### config.mk
export PLATFORM = sky130hd
export DESIGN_NAME = mem_arbiter
export DESIGN_NICKNAME = d
export VERILOG_FILES = /design/src/rtl/mem_arbiter.sv
export SDC_FILE = /design/constraint.sdc
export NUM_CORES = 1
export LEC_CHECK = 0
export ABC_AREA = 1
export CORE_AREA = 3 3 104 106
export CTS_BUF_LIST = sky130_fd_sc_hd__clkbuf_16
export DETAILED_ROUTE_END_ITERATION = 6
export DIE_AREA = 0 0 107 109
export GPL_ROUTABILITY_DRIVEN = 0
export GPL_TIMING_DRIVEN = 0
export MAX_ROUTING_LAYER = met4
export PLACE_DENSITY_LB_ADDON = 0.15
export SYNTH_ARGS = -nofsm -noshare
export SYNTH_HDL_FRONTEND = slang
export SYNTH_SLANG_ARGS = --single-unit
### constraint.sdc
create_clock -name CLK -period 1.86 [get_ports CLK]
set_input_delay 0.186 -clock CLK [delete_from_list [all_inputs] [get_ports CLK]]
set_output_delay 0.186 -clock CLK [all_outputs]
set_load 0.01 [all_outputs]
### src/rtl/mem_arbiter.sv
`default_nettype none
// +--------------------------------------------------------------------------+
// | mem_arbiter                                                              |
// | Shares one RAM port between instruction fetch and data access; data has  |
// | priority, each grant is watchdog-timed, and RAM faults latch FAULT.      |
// | Optional: ARB_STARVE_GUARD_EN bounds fetch starvation by STARVE_LIMIT.   |
// | Revision: 1.0                                                            |
// +--------------------------------------------------------------------------+
module mem_arbiter #(
  parameter int ADDR_W       = 32,
  parameter int DATA_W       = 32,
  parameter int TIMEOUT      = 64,
  parameter int STARVE_LIMIT = 4
) (
  input  logic              CLK,
  input  logic              RST,
  input  logic              iREN,
  input  logic [ADDR_W-1:0] iaddr,
  output logic [DATA_W-1:0] iload,
  output logic              iwait,
  input  logic              dREN,
  input  logic              dWEN,
  input  logic [ADDR_W-1:0] daddr,
  input  logic [DATA_W-1:0] dstore,
  output logic [DATA_W-1:0] dload,
  output logic              dwait,
  output logic              ramREN,
  output logic              ramWEN,
  output logic [ADDR_W-1:0] ramaddr,
  output logic [DATA_W-1:0] ramstore,
  input  logic [DATA_W-1:0] ramload,
  input  logic [1:0]        ramstate,
  output logic              err
);

  localparam int WCNT_W = $clog2(TIMEOUT + 1);
  localparam logic [WCNT_W-1:0] WCNT_LAST = WCNT_W'(TIMEOUT - 1);
  localparam logic [1:0] RAM_ACCESS = 2'b10;
  localparam logic [1:0] RAM_ERROR  = 2'b11;

  typedef enum logic [1:0] {
    IDLE   = 2'd0,
    DGRANT = 2'd1,
    IGRANT = 2'd2,
    FAULT  = 2'd3
  } state_t;

  state_t            state;
  state_t            arb_next;
  logic [WCNT_W-1:0] wcnt;
  logic              data_req;
  logic              req_live;
  logic              access;
  logic              fetch_first;

  assign data_req = dREN | dWEN;
  assign req_live = (state == DGRANT) ? data_req : iREN;
  assign access   = ((state == DGRANT) || (state == IGRANT)) && (ramstate == RAM_ACCESS);

`ifdef ARB_STARVE_GUARD_EN
  localparam int STREAK_W = $clog2(STARVE_LIMIT + 1);
  localparam logic [STREAK_W-1:0] STREAK_MAX = STREAK_W'(STARVE_LIMIT);

  logic [STREAK_W-1:0] streak;
  logic [STREAK_W-1:0] streak_eff;

  // The completing data access counts toward the streak before arbitrating,
  // so fetch wins right after the STARVE_LIMIT-th data completion.
  always_comb begin
    streak_eff = streak;
    if ((state == DGRANT) && access && iREN && (streak != STREAK_MAX))
      streak_eff = streak + 1'b1;
  end

  assign fetch_first = iREN && (streak_eff == STREAK_MAX);

  always_ff @(posedge CLK or posedge RST) begin
    if (RST)
      streak <= '0;
    else if (!iREN)
      streak <= '0;
    else if (((state == IDLE) || access) && (arb_next == IGRANT))
      streak <= '0;
    else
      streak <= streak_eff;
  end
`else
  // Strict data priority: the override can never fire for a legal limit.
  assign fetch_first = iREN && (STARVE_LIMIT < 0);
`endif

  always_comb begin
    if (fetch_first)
      arb_next = IGRANT;
    else if (data_req)
      arb_next = DGRANT;
    else if (iREN)
      arb_next = IGRANT;
    else
      arb_next = IDLE;
  end

  always_ff @(posedge CLK or posedge RST) begin
    if (RST) begin
      state <= IDLE;
      wcnt  <= '0;
    end else begin
      case (state)
        IDLE: begin
          state <= arb_next;
          wcnt  <= '0;
        end
        DGRANT, IGRANT: begin
          if (ramstate == RAM_ERROR) begin
            state <= FAULT;
          end else if (ramstate == RAM_ACCESS) begin
            state <= arb_next;
            wcnt  <= '0;
          end else if (!req_live) begin
            state <= IDLE;
            wcnt  <= '0;
          end else if (wcnt == WCNT_LAST) begin
            state <= FAULT;
          end else begin
            wcnt <= wcnt + 1'b1;
          end
        end
        FAULT: state <= FAULT;
        default: state <= FAULT;
      endcase
    end
  end

  always_comb begin
    ramREN   = 1'b0;
    ramWEN   = 1'b0;
    ramaddr  = '0;
    ramstore = '0;
    iload    = '0;
    dload    = '0;
    iwait    = 1'b1;
    dwait    = 1'b1;
    case (state)
      DGRANT: begin
        ramWEN   = dWEN;
        ramREN   = dREN & ~dWEN;
        ramaddr  = daddr;
        ramstore = dstore;
        if (access) begin
          dwait = 1'b0;
          dload = ramload;
        end
      end
      IGRANT: begin
        ramREN  = iREN;
        ramaddr = iaddr;
        if (access) begin
          iwait = 1'b0;
          iload = ramload;
        end
      end
      default: ;
    endcase
  end

  assign err = (state == FAULT);

endmodule
`default_nettype wire

==> Flow_metrics.wiki, run 1 <==
{| class="wikitable"
! Metric !! Value
|-
| Cell area after layout || 0.004842 sq mm
|-
| Routing usage on met2 || 36.33%
|-
| Setup repair after global routing missed its margin || yes
|-
| Starting DRC count in detailed routing || 191
|-
| Pre-CTS worst setup slack || -0.5291 ns
|-
| Cell row count || 36
|-
| Top library cells by usage in the layout, fill and taps aside || 135 x sky130_fd_sc_hd__clkdlybuf4s50_1, 133 x sky130_fd_sc_hd__nand2_1, 95 x sky130_fd_sc_hd__buf_2
|-
| Post-Route WL || 12.96 mm
|-
| Number of hold-slack violations in the final timing report || 0
|-
| Worst min path class || in2async
|-
| Part of the Yosys area used for sequential elements || 12.08%
|-
| Number of fill cells || 1029
|-
| Worst-Margin Slew || 0.3795 ns
|-
| I/O pins || 268
|-
| Sort of element at the start of the critical path || flop
|-
| Number of global-route vias before repair || 3159
|-
| Busiest metal layer after global routing || met2
|-
| Final std cells w/o fill || 823
|-
| Mapped Cells || 399
|-
| CP arrival || 1.72 ns
|-
| Worst setup path category || reg2out
|-
| Antenna violations before repair || 1
|-
| Post-synthesis instance area || 0.001864 sq mm
|-
| Final Worst Setup Slack || -0.04368 ns
|-
| Chip Width || 107 um
|-
| Outcome || complete, but fails checks
|-
| Num Clock Sinks || 9
|-
| Combinational family with the most area after synthesis || simple AND/OR/NAND/NOR gates
|-
| Cells along the critical path || buf_4 -> ha_2 -> buf_6 -> clkbuf_4 -> nand2_1 -> a21oi_1 -> clkdlybuf4s15_2
|-
| Post-synthesis xor/xnor area fraction || 0.4698%
|-
| Clock tree from TritonCTS || yes
|-
| Compound-Gate Fraction of Synth Area || 11.34%
|-
| Global routing usage on met3 || 5.802%
|-
| Commonest non-fill, non-tap cell in the layout || sky130_fd_sc_hd__clkdlybuf4s50_1
|-
| Cell variety after synth || 23
|-
| Synthesized netlist net count || 539
|-
| GRT Residual Overflow || 0
|-
| Violated checks || negative setup slack
|-
| CTS H-Tree Depth || 1
|-
| Syn. warnings || 0
|-
| Maximum cell stage delay along the critical path || 0.37 ns
|-
| Share of layout cells above drive strength 1 || 32.66%
|-
| PwrDens || 187.8 mW/mm^2
|-
| Worst-case headroom to the max-slew limit || 74.67%
|-
| Number of buffers created by CTS || 3
|-
| Remaining number of nets flagged by the antenna check after routing || 0
|-
| Count of buffers from port buffering || 267
|-
| Pre-Repair DR Iteration Count || 4
|-
| Critical path buffers and inverters || 4
|-
| Post-Synth Simple-Gate Area || 50.27%
|-
| Average via count per standard cell || 4.200
|-
| Ratio of final minimum period to clock period || 102.3%
|-
| Via count of the routed design || 3457
|-
| Placeable Area || 0.009864 sq mm
|-
| Required time reported for the critical path endpoint || 1.67 ns
|-
| Total power draw || 0.9094 mW
|-
| Largest net degree at the start of global routing || 11
|-
| Min Clock Period, post-route || 1.904 ns
|-
| Max clock buf depth || 2
|-
| Final Slew Violations || 0
|-
| Flop and latch count out of synthesis || 9
|-
| Final setup viols || 39
|-
| Setup_tns || -0.3943 ns
|-
| Cell Count Post-Placement || 799
|-
| Total die area || 0.01166 sq mm
|-
| Clock transition at the registers of the reported paths || 0.04 ns
|-
| Routing usage on met1 || 21.45%
|-
| Worst voltage drop across the vdd grid || 378.5 uV
|-
| P_leak || 2.627 nW
|-
| Mean instance size in the synthesized netlist || 4.672 sq um
|-
| Proportion of synthesized area in mux cells || 0%
|-
| Global-route wire length before repair || 17.82 mm
|-
| Post-layout net count || 830
|-
| Adder and majority cell fraction of the synthesized area || 3.356%
|-
| Root buf cell || sky130_fd_sc_hd__clkbuf_16
|-
| Max-cap check violation count || 0
|-
| Cell with the biggest individual delay on the critical path || sky130_fd_sc_hd__dfrtp_1
|-
| Average wire per cell in the routed design || 15.75 um
|-
| Worst-path fanout max || 10
|-
| Placed Area || 0.004703 sq mm
|-
| R2R Setup Slk || 0.08 ns
|-
| Category of the worst setup path capture point || primary output
|-
| Clock latency at the later pin of the worst-skew pair || 0.23 ns
|-
| Floorplan die height || 109 um
|-
| HPWL Detailed || 10.55 mm
|-
| Max Clk Rate || 525.3 MHz
|-
| Total global routing track utilization || 20.17%
|-
| Post-route DRC violation count || 0
|-
| Initial cell density of the core || 18.90%
|-
| Cell class contributing the biggest share of worst-path delay || buffers and inverters
|-
| Synthesis-to-finish area growth || 159.7%
|-
| Worst Skew || 0.001402 ns
|}
## worst register-to-register path, cell delays in order (launching register included)
cell and delay (ns):
sky130_fd_sc_hd__dfrtp_1 0.37, sky130_fd_sc_hd__inv_2 0.07, sky130_fd_sc_hd__ha_4 0.30, sky130_fd_sc_hd__inv_8 0.05
sky130_fd_sc_hd__buf_12 0.11, sky130_fd_sc_hd__buf_4 0.14, sky130_fd_sc_hd__nor2_2 0.10, sky130_fd_sc_hd__nand3_2 0.10
sky130_fd_sc_hd__inv_2 0.08, sky130_fd_sc_hd__nand2_2 0.08, sky130_fd_sc_hd__buf_4 0.14, sky130_fd_sc_hd__nor2_1 0.09
sky130_fd_sc_hd__nor2_1 0.05
## power by group
part	switching [mW]	internal [mW]	leakage [nW]	total, mW
Sequential	0.000908	0.198	0.112	0.199
Clock	0.0910	0.281	0.0423	0.372
Combinational	0.0858	0.253	2.47	0.339
Total	0.178	0.732	2.63	0.909
## stage by stage
| step | utilization [%] | hold slack, ns |
|---|---|---|
| 2_1_floorplan | - | 0.01392 |
| 3_3_place_gp | 47.68 | 0.4719 |
| 3_5_place_dp | 47.68 | 0.4754 |
| 4_1_cts | 48.20 | 0.2268 |
| 5_1_grt | 49.09 | 0.2609 |
| 6_report | 49.09 | 0.2292 |
## state kept, by name, indices dropped and copies added, names as in the netlist
register / cells
state: 2
wcnt: 7
## final cells by class
type | instances | area [sq um] | area share, %
antenna | 1 | 2.502 | 0.05168
buffer | 22 | 246.5 | 5.090
clock buffer | 3 | 75.07 | 1.550
clock inverter | 1 | 3.754 | 0.07752
inverter | 85 | 326.6 | 6.744
multi-input combinational | 283 | 1404 | 28.99
sequential | 9 | 225.2 | 4.651
tap | 133 | 166.4 | 3.437
timing repair buffer | 286 | 2392 | 49.41
## synthesized netlist by cell type (all sizes together)
master	count	share of area, %
clkinv	1	0.20
a21oi	34	9.1
clkbuf	5	1.0
nand3	11	3.2
buf	17	4.4
nand2	137	28
o211ai	1	0.40
ha	5	3.4
xnor2	1	0.47
nor2	83	17
or2	1	0.34
nand4	4	1.3
inv	84	17
dfrtp	9	12
o21ai	6	1.8
## worst paths after layout
check,startpoint,to,cells past startpoint
worst max-delay path,state[0],ramaddr[5],7
min in group CLK,wcnt[5],wcnt[5],2
worst min-delay path,RST,wcnt[5],2
worst min register to register,wcnt[5],wcnt[5],2
max in group asynchronous,RST,wcnt[4],2
worst max register to register,state[0],state[1],12
## what timing repair did
action / in CTS / in global routing
resized for setup: 564 / 78
setup buffers: 10 / 5
pin swaps: 9 / 11
cloned: 3 / 1
hold buffers: 0 / 0
setup endpoints to repair: 132 / 126
## logic make-up (layout without fill, tap and decap cells)
group,count (synthesis),after routing
AO/OA/AOI/OAI,41,41
XOR/XNOR,1,1
adder cells (fa/ha/maj),5,5
buffers and inverters,107,397
flip-flops,9,9
other,0,1
AND/OR/NAND/NOR,236,236
## layer usage
metal / vias to the layer above / wire, um
met4: 0 / 346
met2: 124 / 6738
met3: 24 / 1037
met5: - / 0
met1: 1567 / 4842
li1: 1742 / -
Power figures use the tool's default switching activity.
==> run 2, diff against run 1 <==
Settings changed: CELL_PAD_IN_SITES_DETAIL_PLACEMENT from default to 1, CELL_PAD_IN_SITES_GLOBAL_PLACEMENT from default to 1, CORE_AREA 3 3 104 106 to 2 2 103 105, DIE_AREA 0 0 107 109 to 0 0 105 107, DONT_BUFFER_PORTS from default to 1.
==> Flow_metrics.wiki, run 2 (same netlist as run 1, synthesis figures left out) <==
{| class="wikitable"
! Metric !! Value
|-
| Outcome || finished, final reports clean
|-
| Average wire per cell in the routed design || 19.13 um (+21%)
|-
| Worst-Margin Slew || 0.3759 ns (-0.003605 ns)
|-
| Global-route wire length before repair || 15.28 mm (-14%)
|-
| Worst voltage drop across the vdd grid || 392.0 uV (+3.6%)
|-
| Clock Power Share || 57.4% (+16 points)
|-
| Placeable Area || 0.01009 sq mm (+2.3%)
|-
| Synthesis-to-finish area growth || 56.98%
|-
| Max Clk Rate || 539.9 MHz (+2.8%)
|-
| Cell area after layout || 0.002927 sq mm (-40%)
|-
| Post-route DRC violation count || 0 (unchanged)
|-
| Average via count per standard cell || 4.546 (+8.2%)
|-
| Cell Count Post-Placement || 535 (-33%)
|-
| Post-layout net count || 551 (-34%)
|-
| Largest net degree at the start of global routing || 11 (unchanged)
|-
| Setup repair after global routing missed its margin || yes
|-
| Via count of the routed design || 2482 (-28%)
|-
| CP arrival || 1.67 ns (-0.05 ns)
|-
| Global routing usage on met3 || 4.620% (-1.2 points)
|-
| Switching power share of the total || 25.37% (+5.8 points)
|-
| Placed Area || 0.002034 sq mm (-57%)
|-
| GRT Residual Overflow || 0 (unchanged)
|-
| Number of hold-slack violations in the final timing report || 0 (unchanged)
|-
| Max FFs per register || 7 (unchanged)
|-
| Worst Skew || 0.001338 ns (-0.00006379 ns)
|-
| Final setup viols || 0 (-100%)
|-
| Required time reported for the critical path endpoint || 1.67 ns (about the same)
|-
| Antenna Cells || 0 (-1)
|-
| Antenna violations before repair || 0 (-1)
|-
| CTS H-Tree Depth || 1 (unchanged)
|-
| Clock transition at the registers of the reported paths || 0.04 ns (about the same)
|-
| Cell with the biggest individual delay on the critical path || sky130_fd_sc_hd__dfrtp_1
|-
| Pre-Repair DR Iteration Count || 4 (unchanged)
|-
| Top library cells by usage in the layout, fill and taps aside || 134 x sky130_fd_sc_hd__nand2_1, 81 x sky130_fd_sc_hd__inv_1, 59 x sky130_fd_sc_hd__nor2_4
|-
| Total die area || 0.01124 sq mm (-3.7%)
|-
| NetSw || 0.1684 mW (-5.2%)
|-
| Number of buffers created by CTS || 3 (unchanged)
|-
| Total global routing track utilization || 17.60% (-2.6 points)
|-
| Initial cell density of the core || 18.47% (-0.43 points)
|-
| Worst min path class || in2reg
|-
| Worst-case headroom to the max-slew limit || 74.91% (+0.24 points)
|-
| Root buf cell || sky130_fd_sc_hd__clkbuf_16
|-
| Register ranked first by flip-flop count || wcnt
|-
| Cells along the critical path || inv_2 -> ha_4 -> inv_6 -> nor2_4 -> nand2_4 -> buf_12 -> nor2_4
|-
| Cell Int Power || 0.4956 mW (-32%)
|-
| Part of the total power dissipated in sequential elements || 29.9% (+8.0 points)
|-
| Final Slew Violations || 0 (unchanged)
|-
| Cell row count || 37 (+2.8%)
|-
| Setup_tns || 0 ns (+0.3943 ns)
|-
| Num Clock Sinks || 9 (unchanged)
|-
| Number of global-route vias before repair || 2504 (-21%)
|-
| Clock tree from TritonCTS || yes
|-
| Routing usage on met2 || 30.43% (-5.9 points)
|-
| Largest registers ranked by flip-flop count || wcnt (7), state (2)
|-
| Sort of element at the start of the critical path || flop
|-
| Critical path buffers and inverters || 3 (-1)
|-
| Max clock buf depth || 2 (unchanged)
|-
| Cell class contributing the biggest share of worst-path delay || simple AND/OR/NAND/NOR gates
|-
| Share of layout cells above drive strength 1 || 31.22% (-1.4 points)
|-
| Part of the total power dissipated in combinational logic || 12.7% (-25 points)
|-
| HPWL Detailed || 8.445 mm (-20%)
|-
| Min Clock Period, post-route || 1.852 ns (-0.05160 ns)
|-
| Chip Width || 105 um (-1.9%)
|-
| Floorplan die height || 107 um (-1.8%)
|-
| Busiest metal layer after global routing || met2
|-
| Commonest non-fill, non-tap cell in the layout || sky130_fd_sc_hd__nand2_1
|-
| PwrDens || 226.9 mW/mm^2 (+21%)
|-
| P_leak || 1.322 nW (-50%)
|-
| Final std cells w/o fill || 546 (-34%)
|-
| Ratio of final minimum period to clock period || 99.57% (-2.8 points)
|-
| I/O pins || 268 (unchanged)
|-
| Maximum cell stage delay along the critical path || 0.38 ns (about the same)
|-
| Clock latency at the later pin of the worst-skew pair || 0.23 ns (about the same)
|-
| Most frequent cell on the critical path || sky130_fd_sc_hd__nor2_4
|-
| Worst-path fanout max || 10 (unchanged)
|-
| Post-Route WL || 10.44 mm (-19%)
|-
| Category of the worst setup path capture point || primary output
|-
| Worst setup path category || reg2out
|-
| Count of buffers from port buffering || 0 (-100%)
|-
| Max-cap check violation count || 0 (unchanged)
|-
| Routing usage on met1 || 20.64% (-0.82 points)
|-
| Remaining number of nets flagged by the antenna check after routing || 0 (unchanged)
|-
| Starting DRC count in detailed routing || 122 (-36%)
|}
## run 2: power by group through the flow
| stage | clock (mW) | sequential, mW | combinational (mW) |
|---|---|---|---|
| 2_1_floorplan | 0 | 0.201 | 0.0341 |
| 3_3_place_gp | 0 | 0.201 | 0.0440 |
| 3_5_place_dp | 0 | 0.201 | 0.0455 |
| 4_1_cts | 0.389 | 0.199 | 0.0838 |
| 5_1_grt | 0.401 | 0.199 | 0.0925 |
| 6_report | 0.381 | 0.199 | 0.0844 |
## run 2: metal layers
metal / share of wire [%] / vias to the layer above / routed length (um)
met5: 0 / - / 0
met4: 1.8 / 0 / 192
met3: 7.2 / 14 / 754
met2: 52 / 112 / 5393
met1: 39 / 1170 / 4104
li1: - / 1186 / -
## run 2: path summary, 6_finish.rpt
kind / start / endpoint / slack [ns] / depth (start not counted)
min reg2reg: wcnt[5] / wcnt[5] / 0.53 / 2
max: state[0] / iload[4] / 0.008 / 7
min in group asynchronous: RST / wcnt[4] / 0.37 / 2
min: iREN / wcnt[3] / 0.32 / 6
max in group asynchronous: RST / wcnt[3] / 1.23 / 2
max reg2reg: state[0] / wcnt[4] / 0.15 / 10
## run 2: final cells by class
class,instances,area [sq um]
multi-input combinational,283,1795
inverter,85,324.1
clock inverter,1,5.005
tap,136,170.2
clock buffer,3,75.07
buffer,22,259.0
fill,1273,7166
sequential,9,225.2
timing repair buffer,7,72.57
## run 2: what timing repair did
| action | CTS | global route |
|---|---|---|
| gates cloned | 0 | 1 |
| pin swaps | 2 | 2 |
| setup buffers | 4 | 1 |
| gates resized for setup | 186 | 20 |
| hold buffers | 1 | 0 |
| endpoints found under the setup margin | 132 | 117 |
| hold endpoints to repair | 9 | 0 |
## run 2: metrics by stage
step	setup WS [ns]	total power, mW	hold WS [ns]	util (%)
after CTS	-0.01025	0.6720	0.3242	28.04
after detailed placement	-0.2867	0.2469	0.08016	20.16
after floorplan	0.2002	0.2352	0.01392	-
after global routing	-0.08292	0.6923	0.3864	29.00
final	0.007920	0.6641	0.3168	29.00
after global placement	-0.2267	0.2454	0.07257	20.16
## run 2: worst min-delay path, delay by kind of cell
kind / cells / cell delay [ns]
simple gates: 6 / 0.32
